### src/rtl/sample_mixer_pkg.sv
`default_nettype none
// +----------------------------------------------------------------------------+
// | Module      : sample_mixer_pkg                                             |
// | Description : Shared types and constants for the sample mixer.             |
// |               state_t  - mixer FSM state encoding                          |
// |               NUM_VOICES_DEF, SILENCE, acc_w() accumulator width helper    |
// | Revision    : 1.0 - initial release                                        |
// +----------------------------------------------------------------------------+
package sample_mixer_pkg;

   typedef enum logic [1:0] {
      IDLE = 2'd0,
      SUM  = 2'd1,
      NORM = 2'd2,
      OUT  = 2'd3
   } state_t;

   localparam int         NUM_VOICES_DEF = 4;
   localparam logic [7:0] SILENCE        = 8'h00;

   // Width that holds NUM_VOICES 8-bit samples summed without overflow.
   function automatic int acc_w(input int n);
      return 8 + $clog2(n);
   endfunction

endpackage : sample_mixer_pkg
`default_nettype wire

### src/rtl/mix_norm.sv
`default_nettype none
// +----------------------------------------------------------------------------+
// | Module      : mix_norm                                                     |
// | Description : Sequential restoring divider. One quotient bit per cycle,    |
// |               MSB first; done pulses in the ACC_W-th cycle after start     |
// |               with the final quotient on quotient_o in that same cycle.    |
// | Ports       : clk, n_rst      - clock, synchronous active-low reset        |
// |               start_i         - one-cycle pulse, latches operands          |
// |               dividend_i      - ACC_W-bit dividend                         |
// |               divisor_i       - 4-bit non-zero divisor                     |
// |               quotient_o      - low 8 bits of quotient (valid with done_o) |
// |               done_o          - one-cycle completion pulse                 |
// | Revision    : 1.0 - initial release                                        |
// +----------------------------------------------------------------------------+
module mix_norm #(
   parameter int ACC_W = 10
) (
   input  logic             clk,
   input  logic             n_rst,
   input  logic             start_i,
   input  logic [ACC_W-1:0] dividend_i,
   input  logic [3:0]       divisor_i,
   output logic [7:0]       quotient_o,
   output logic             done_o
);

   localparam int CNT_W = $clog2(ACC_W + 1);

   // quo_q starts as the dividend; each step shifts a dividend bit out of
   // the top and a quotient bit in at the bottom.
   logic [ACC_W-1:0] quo_q, quo_d;
   logic [3:0]       rem_q, rem_d;
   logic [3:0]       div_q;
   logic [CNT_W-1:0] bits_q;
   logic [4:0]       rem_sh;
   logic             qbit;

   always_comb begin
      rem_sh = {rem_q, quo_q[ACC_W-1]};
      qbit   = 1'b0;
      rem_d  = rem_sh[3:0];
      if (rem_sh >= {1'b0, div_q}) begin
         qbit  = 1'b1;
         rem_d = 4'(rem_sh - {1'b0, div_q});
      end
      quo_d = {quo_q[ACC_W-2:0], qbit};
   end

   always_ff @(posedge clk) begin
      if (!n_rst) begin
         quo_q  <= '0;
         rem_q  <= '0;
         div_q  <= '0;
         bits_q <= '0;
      end else if (start_i) begin
         quo_q  <= dividend_i;
         rem_q  <= '0;
         div_q  <= divisor_i;
         bits_q <= CNT_W'(ACC_W);
      end else if (bits_q != '0) begin
         quo_q  <= quo_d;
         rem_q  <= rem_d;
         bits_q <= bits_q - CNT_W'(1);
      end
   end

   // The mean of 8-bit samples never exceeds 255, so the top bits are zero.
   assign quotient_o = quo_d[7:0];
   assign done_o     = (bits_q == CNT_W'(1));

endmodule : mix_norm
`default_nettype wire

### src/rtl/sample_mixer.sv
`default_nettype none
// +----------------------------------------------------------------------------+
// | Module      : sample_mixer                                                 |
// | Description : Averages the latest 8-bit samples of the active voices into  |
// |               one mixed sample per frame. Serial sum, then restoring       |
// |               division by the active-voice count.                          |
// | Macro       : SAMPLE_MIXER_FRESH_EN - only voices that delivered a done    |
// |               pulse since the previous snapshot are mixed.                 |
// | Ports       : clk, n_rst      - clock, synchronous active-low reset        |
// |               sample_now      - frame strobe                               |
// |               voice_sample    - packed samples, voice i at [8i+7:8i]       |
// |               voice_done      - per-voice sample qualifier                 |
// |               voice_active    - per-voice key-held flag                    |
// |               mix_out         - mixed sample, held between frames          |
// |               mix_valid       - one-cycle pulse when mix_out updates       |
// |               busy            - frame in progress                          |
// |               overrun         - sticky: strobe arrived while busy          |
// | Revision    : 1.0 - initial release                                        |
// +----------------------------------------------------------------------------+
module sample_mixer
   import sample_mixer_pkg::*;
#(
   parameter int NUM_VOICES = NUM_VOICES_DEF,
   parameter int ACC_W      = acc_w(NUM_VOICES)
) (
   input  logic                    clk,
   input  logic                    n_rst,
   input  logic                    sample_now,
   input  logic [8*NUM_VOICES-1:0] voice_sample,
   input  logic [NUM_VOICES-1:0]   voice_done,
   input  logic [NUM_VOICES-1:0]   voice_active,
   output logic [7:0]              mix_out,
   output logic                    mix_valid,
   output logic                    busy,
   output logic                    overrun
);

   localparam int IDX_W = (NUM_VOICES > 1) ? $clog2(NUM_VOICES) : 1;

   state_t                  state_q;
   logic [8*NUM_VOICES-1:0] hold_q;
   logic [8*NUM_VOICES-1:0] snap_q;
   logic [NUM_VOICES-1:0]   snap_act_q;
   logic [NUM_VOICES-1:0]   act_d;
   logic [ACC_W-1:0]        acc_q, acc_d;
   logic [3:0]              cnt_q, cnt_d;
   logic [IDX_W-1:0]        idx_q;
   logic [7:0]              cur_sample;
   logic                    last_voice;
   logic                    norm_start;
   logic [7:0]              norm_quot;
   logic                    norm_done;
   logic [7:0]              mix_out_q;
   logic                    mix_valid_q;
   logic                    overrun_q;

   // Capture runs in every state; a done pulse coinciding with the
   // snapshot lands here after snap_q has taken the previous value.
   always_ff @(posedge clk) begin
      if (!n_rst) begin
         hold_q <= '0;
      end else begin
         for (int i = 0; i < NUM_VOICES; i++) begin
            if (voice_done[i]) begin
               hold_q[8*i +: 8] <= voice_sample[8*i +: 8];
            end
         end
      end
   end

`ifdef SAMPLE_MIXER_FRESH_EN
   logic [NUM_VOICES-1:0] fresh_q;
   logic                  snap_take;

   assign snap_take = (state_q == IDLE) && sample_now;

   // Set wins over the snapshot clear so a coincident sample counts next frame.
   always_ff @(posedge clk) begin
      if (!n_rst) begin
         fresh_q <= '0;
      end else begin
         fresh_q <= voice_done | (fresh_q & ~{NUM_VOICES{snap_take}});
      end
   end

   assign act_d = voice_active & fresh_q;
`else
   assign act_d = voice_active;
`endif

   // One accumulation step for the voice selected by idx_q.
   always_comb begin
      cur_sample = snap_q[int'(idx_q)*8 +: 8];
      acc_d      = acc_q;
      cnt_d      = cnt_q;
      if (snap_act_q[idx_q]) begin
         acc_d = acc_q + ACC_W'(cur_sample);
         cnt_d = cnt_q + 4'd1;
      end
      last_voice = (idx_q == IDX_W'(NUM_VOICES - 1));
      // Launch the divider on the final sum step so NORM lasts exactly ACC_W cycles.
      norm_start = (state_q == SUM) && last_voice && (cnt_d != 4'd0);
   end

   mix_norm #(
      .ACC_W (ACC_W)
   ) u_norm (
      .clk        (clk),
      .n_rst      (n_rst),
      .start_i    (norm_start),
      .dividend_i (acc_d),
      .divisor_i  (cnt_d),
      .quotient_o (norm_quot),
      .done_o     (norm_done)
   );

   always_ff @(posedge clk) begin
      if (!n_rst) begin
         state_q     <= IDLE;
         snap_q      <= '0;
         snap_act_q  <= '0;
         acc_q       <= '0;
         cnt_q       <= '0;
         idx_q       <= '0;
         mix_out_q   <= '0;
         mix_valid_q <= 1'b0;
         overrun_q   <= 1'b0;
      end else begin
         mix_valid_q <= 1'b0;
         if (sample_now && (state_q != IDLE)) begin
            overrun_q <= 1'b1;
         end
         case (state_q)
            IDLE: begin
               if (sample_now) begin
                  snap_q     <= hold_q;
                  snap_act_q <= act_d;
                  acc_q      <= '0;
                  cnt_q      <= '0;
                  idx_q      <= '0;
                  state_q    <= SUM;
               end
            end
            SUM: begin
               acc_q <= acc_d;
               cnt_q <= cnt_d;
               if (last_voice) begin
                  idx_q   <= '0;
                  state_q <= NORM;
               end else begin
                  idx_q <= idx_q + IDX_W'(1);
               end
            end
            NORM: begin
               // Outputs are loaded on entry to OUT so they are visible during it.
               if (cnt_q == 4'd0) begin
                  mix_out_q   <= SILENCE;
                  mix_valid_q <= 1'b1;
                  state_q     <= OUT;
               end else if (norm_done) begin
                  mix_out_q   <= norm_quot;
                  mix_valid_q <= 1'b1;
                  state_q     <= OUT;
               end
            end
            OUT: begin
               state_q <= IDLE;
            end
            default: begin
               state_q <= IDLE;
            end
         endcase
      end
   end

   assign mix_out   = mix_out_q;
   assign mix_valid = mix_valid_q;
   assign busy      = (state_q != IDLE);
   assign overrun   = overrun_q;

endmodule : sample_mixer
`default_nettype wire

### config.mk
export PLATFORM = sky130hd
export DESIGN_NAME = sample_mixer
export DESIGN_NICKNAME = d
export VERILOG_FILES = /design/src/rtl/sample_mixer_pkg.sv /design/src/rtl/mix_norm.sv /design/src/rtl/sample_mixer.sv
export SDC_FILE = /design/constraint.sdc
export NUM_CORES = 1
export LEC_CHECK = 0
export BUFFER_PORTS_ARGS = -buffer_cell sky130_fd_sc_hd__buf_2
export CAP_MARGIN = 25
export CELL_PAD_IN_SITES_DETAIL_PLACEMENT = 1
export CELL_PAD_IN_SITES_GLOBAL_PLACEMENT = 1
export CORE_UTILIZATION = 40
export CTS_CLUSTER_SIZE = 8
export DETAILED_ROUTE_END_ITERATION = 8
export GPL_ROUTABILITY_DRIVEN = 0
export PLACE_DENSITY = 0.76
export RECOVER_POWER = 50
export SETUP_SLACK_MARGIN = 0.3
export SLEW_MARGIN = 20
export SYNTH_ARGS = -nofsm -noshare
export SYNTH_HDL_FRONTEND = slang
export SYNTH_SLANG_ARGS = --single-unit
### constraint.sdc
create_clock -name clk -period 2.86 [get_ports clk]
set_input_delay 0.143 -clock clk [delete_from_list [all_inputs] [get_ports clk]]
set_output_delay 0.143 -clock clk [all_outputs]
set_load 0.01 [all_outputs]
==> reports/results.txt <==
first-pass GRT wire length = 25,130 µm
fraction of the mapped netlist area in adder cells = 0.04890
GR Overflow Total = 0
number of buffers created by CTS = 17
Ys Warns = 0
CP max stage cell = mux4_2
critical path class = flip-flop to flip-flop
Placed Cells incl. Taps = 815
Critical Path RT = 3.17 ns
Root Driver = clkbuf_16
TNS Setup = 0 ns
Mean Syn Cell Area = 8.834 µm²
peak supply drop = 363.7 µV
Post-DP HPWL = 10,400 µm
multi-input gate area in the final layout = 3005 µm²
clock buffer depth = 2
largest net degree at the start of global routing = 46
Slew HR = -0.09859
die area = 14,030 µm²
Core Footprint = 13,240 µm²
PortBufs = 53
most used cell, CP = a31o_4
Final period util = 0.9284
share of the core filled with cells = 0.5198
Hold Fails Final Rpt = 0
Fmax = 0.3766 GHz
DRC viols = 0
share of post-route cells with drive strength above 1 = 0.1790
DR vias/cell = 5.448
maximum level of the CTS H-tree = 4
Area Overhead vs Synth = 26.92%
Final Setup Violations = 0
top-area cell type share of the netlist area = 0.4355
setup ws final = 0.2048 ns
status = finished, violations left
worst path arrival time = 2.96 ns
critical path startpoint category = flip-flop
IO Pins = 54
crit path max fanout = 6
CTS tree = built
Synth area leaders = dfxtp_1 44%, mux2i_1 7.4%, nand2_1 6.9%
post-synthesis compound-gate area fraction = 0.1638
Final Cell Area = 6884 µm²
max cap viols = 2
Pleak = 2.699 nW
RSZ-0062 raised after global routing = yes
final slew viol count = 81
syn nets = 677
final cell count without fillers = 880
mux cell area share after synthesis = 0.1153
failing checks = capacitance limit, slew limit
Yosys cell types = 59
row count = 42
Detail Route Antenna Nets = 0
# nets final = 755
via count = 4,794
main combinational cell family by area after synthesis = simple AND/OR/NAND/NOR gates
Reg2Reg Setup Slack = 0.20 ns
Synth Area in XOR/XNOR = 0.01130
worst skew pair latency = 0.42 ns
area share of and/or/nand/nor cells after synthesis = 0.1857
CP cell instances = buf_12, mux4_2, ha_4, or3_4, a31o_4, a31o_4, and3_4, o311a_1
count leader, synth = dfxtp_1
synthesized cell area = 5424 µm²
DP Area = 5886 µm²
# clock sinks = 118
Die X = 118.4 µm
Synth top cells by count = 118 x dfxtp_1, 99 x nand2_1, 71 x nor2_1, 65 x a21oi_1, 40 x mux2i_1
area occupied by registers = 2366 µm²
total power = 4.894 mW
post-synthesis sequential area ratio = 0.4355
GR Util All Layers = 0.2308
Synth area leader = dfxtp_1
Cells after Synth = 614
vias in the first global route = 5,042
Primary FF master, synth = dfxtp_1
final wirelength = 15,460 µm
Final Critical Period = 2.655 ns
Initial Util = 0.4096
slew of the pin with the lowest slew margin = 1.645 ns
EDFF count, synth = 0
Worst Skew = 0.01068 ns
crit-path max cell delay = 0.52 ns
Crit. End Element = flip-flop
pre-CTS setup slack = 0.08239 ns
DR pass1 iterations = 4
worst min path class = input pin to flip-flop
worst hold slack = 0.001126 ns
Antenna Cells = 0
Worst-path clk slew = 0.06 ns
Die Y = 118.4 µm
# fillers = 1,556
DR iter-0 viols = 196
pwr dens = 710.9 nW/µm²
initial antenna violation count = 0
WL per Instance = 17.57 µm
Yosys reg bits = 118
ys async rst share = 0
-- critical path: cells and delay by family, from the launching register on --
| family | cells | cell delay, ns |
|---|---|---|
| AO/OA/AOI/OAI | 3 | 0.75 |
| adder cells (fa/ha/maj) | 1 | 0.20 |
| buffers and inverters | 1 | 0.12 |
| flip-flops | 1 | 0.41 |
| multiplexers | 1 | 0.52 |
| AND/OR/NAND/NOR | 2 | 0.55 |
-- repair_timing --
action | 4_1_cts | 5_1_grt
hold buffers | 29 | 0
pin swaps | 12 | 6
resized for setup | 14 | 7
setup endpoints to repair | 11 | 10
hold endpoints to repair | 29 | 0
buffers inserted | 4 | 1
-- routing by layer --
metal  GRT usage  wire [µm]
met1      0.2666       6657
met2      0.3996       7815
met3     0.05695        590
met4      0.1092        397
met5           0          0
-- cell usage in the layout, fill, tap and decap left out, types with 4 or more instances in the layout --
| cell | n |
|---|---|
| clkinv_2 | 5 |
| dlygate4sd3_1 | 29 |
| a21o_1 | 4 |
| mux4_2 | 9 |
| a211oi_1 | 10 |
| nand2_1 | 99 |
| mux2i_1 | 40 |
| dfxtp_1 | 117 |
| ha_1 | 15 |
| buf_2 | 41 |
| xnor2_1 | 5 |
| a22oi_1 | 6 |
| nand3_1 | 14 |
| o21ai_1 | 4 |
| clkbuf_16 | 17 |
| clkbuf_1 | 15 |
| nor3_1 | 9 |
| or4_1 | 4 |
| nor2b_1 | 5 |
| o21ai_0 | 8 |
| buf_4 | 11 |
| nor2_1 | 71 |
| inv_1 | 14 |
| a21oi_1 | 65 |
-- power by group --
group	switching [mW]	internal [mW]
registers	0.0847	1.75
clock network	0.732	1.34
logic	0.628	0.358
-- flip-flops by register name, indices dropped and copies added, names as in the netlist --
signal,flops
idx_q,2
state_q,2
acc_q,10
hold_q,32
mix_out,8
snap_q,32
cnt_q,4
overrun,1
u_norm.bits_q,4
u_norm.div_q,4
snap_act_q,4
u_norm.quo_q,10
u_norm.rem_q,4
mix_valid,1
-- final timing paths --
| check | endpoint | cells after the start | from |
|---|---|---|---|
| min reg2reg | mix_out[0] | 2 | mix_out[0] |
| min | hold_q[21] | 3 | voice_sample[21] |
| max | u_norm.quo_q[9] | 8 | idx_q[0] |
| max reg2reg | u_norm.quo_q[9] | 8 | idx_q[0] |
-- kinds of logic (layout without fill, tap and decap cells) --
kind of cell	Yosys count	after routing
XOR/XNOR	7	7
flip-flops	118	118
adder cells (fa/ha/maj)	20	20
buffers and inverters	52	142
multiplexers	51	51
AND/OR/NAND/NOR	230	230
AO/OA/AOI/OAI	136	136
-- final cells by class --
class	count	share of cell area
clock inverters	9	0.01472
repair buffers	97	0.09651
flip-flops and latches	118	0.3437
well taps	176	0.03199
inverters	14	0.007634
clock buffers	22	0.06888
multi-input cells	444	0.4366
Power figures use the tool's default switching activity.
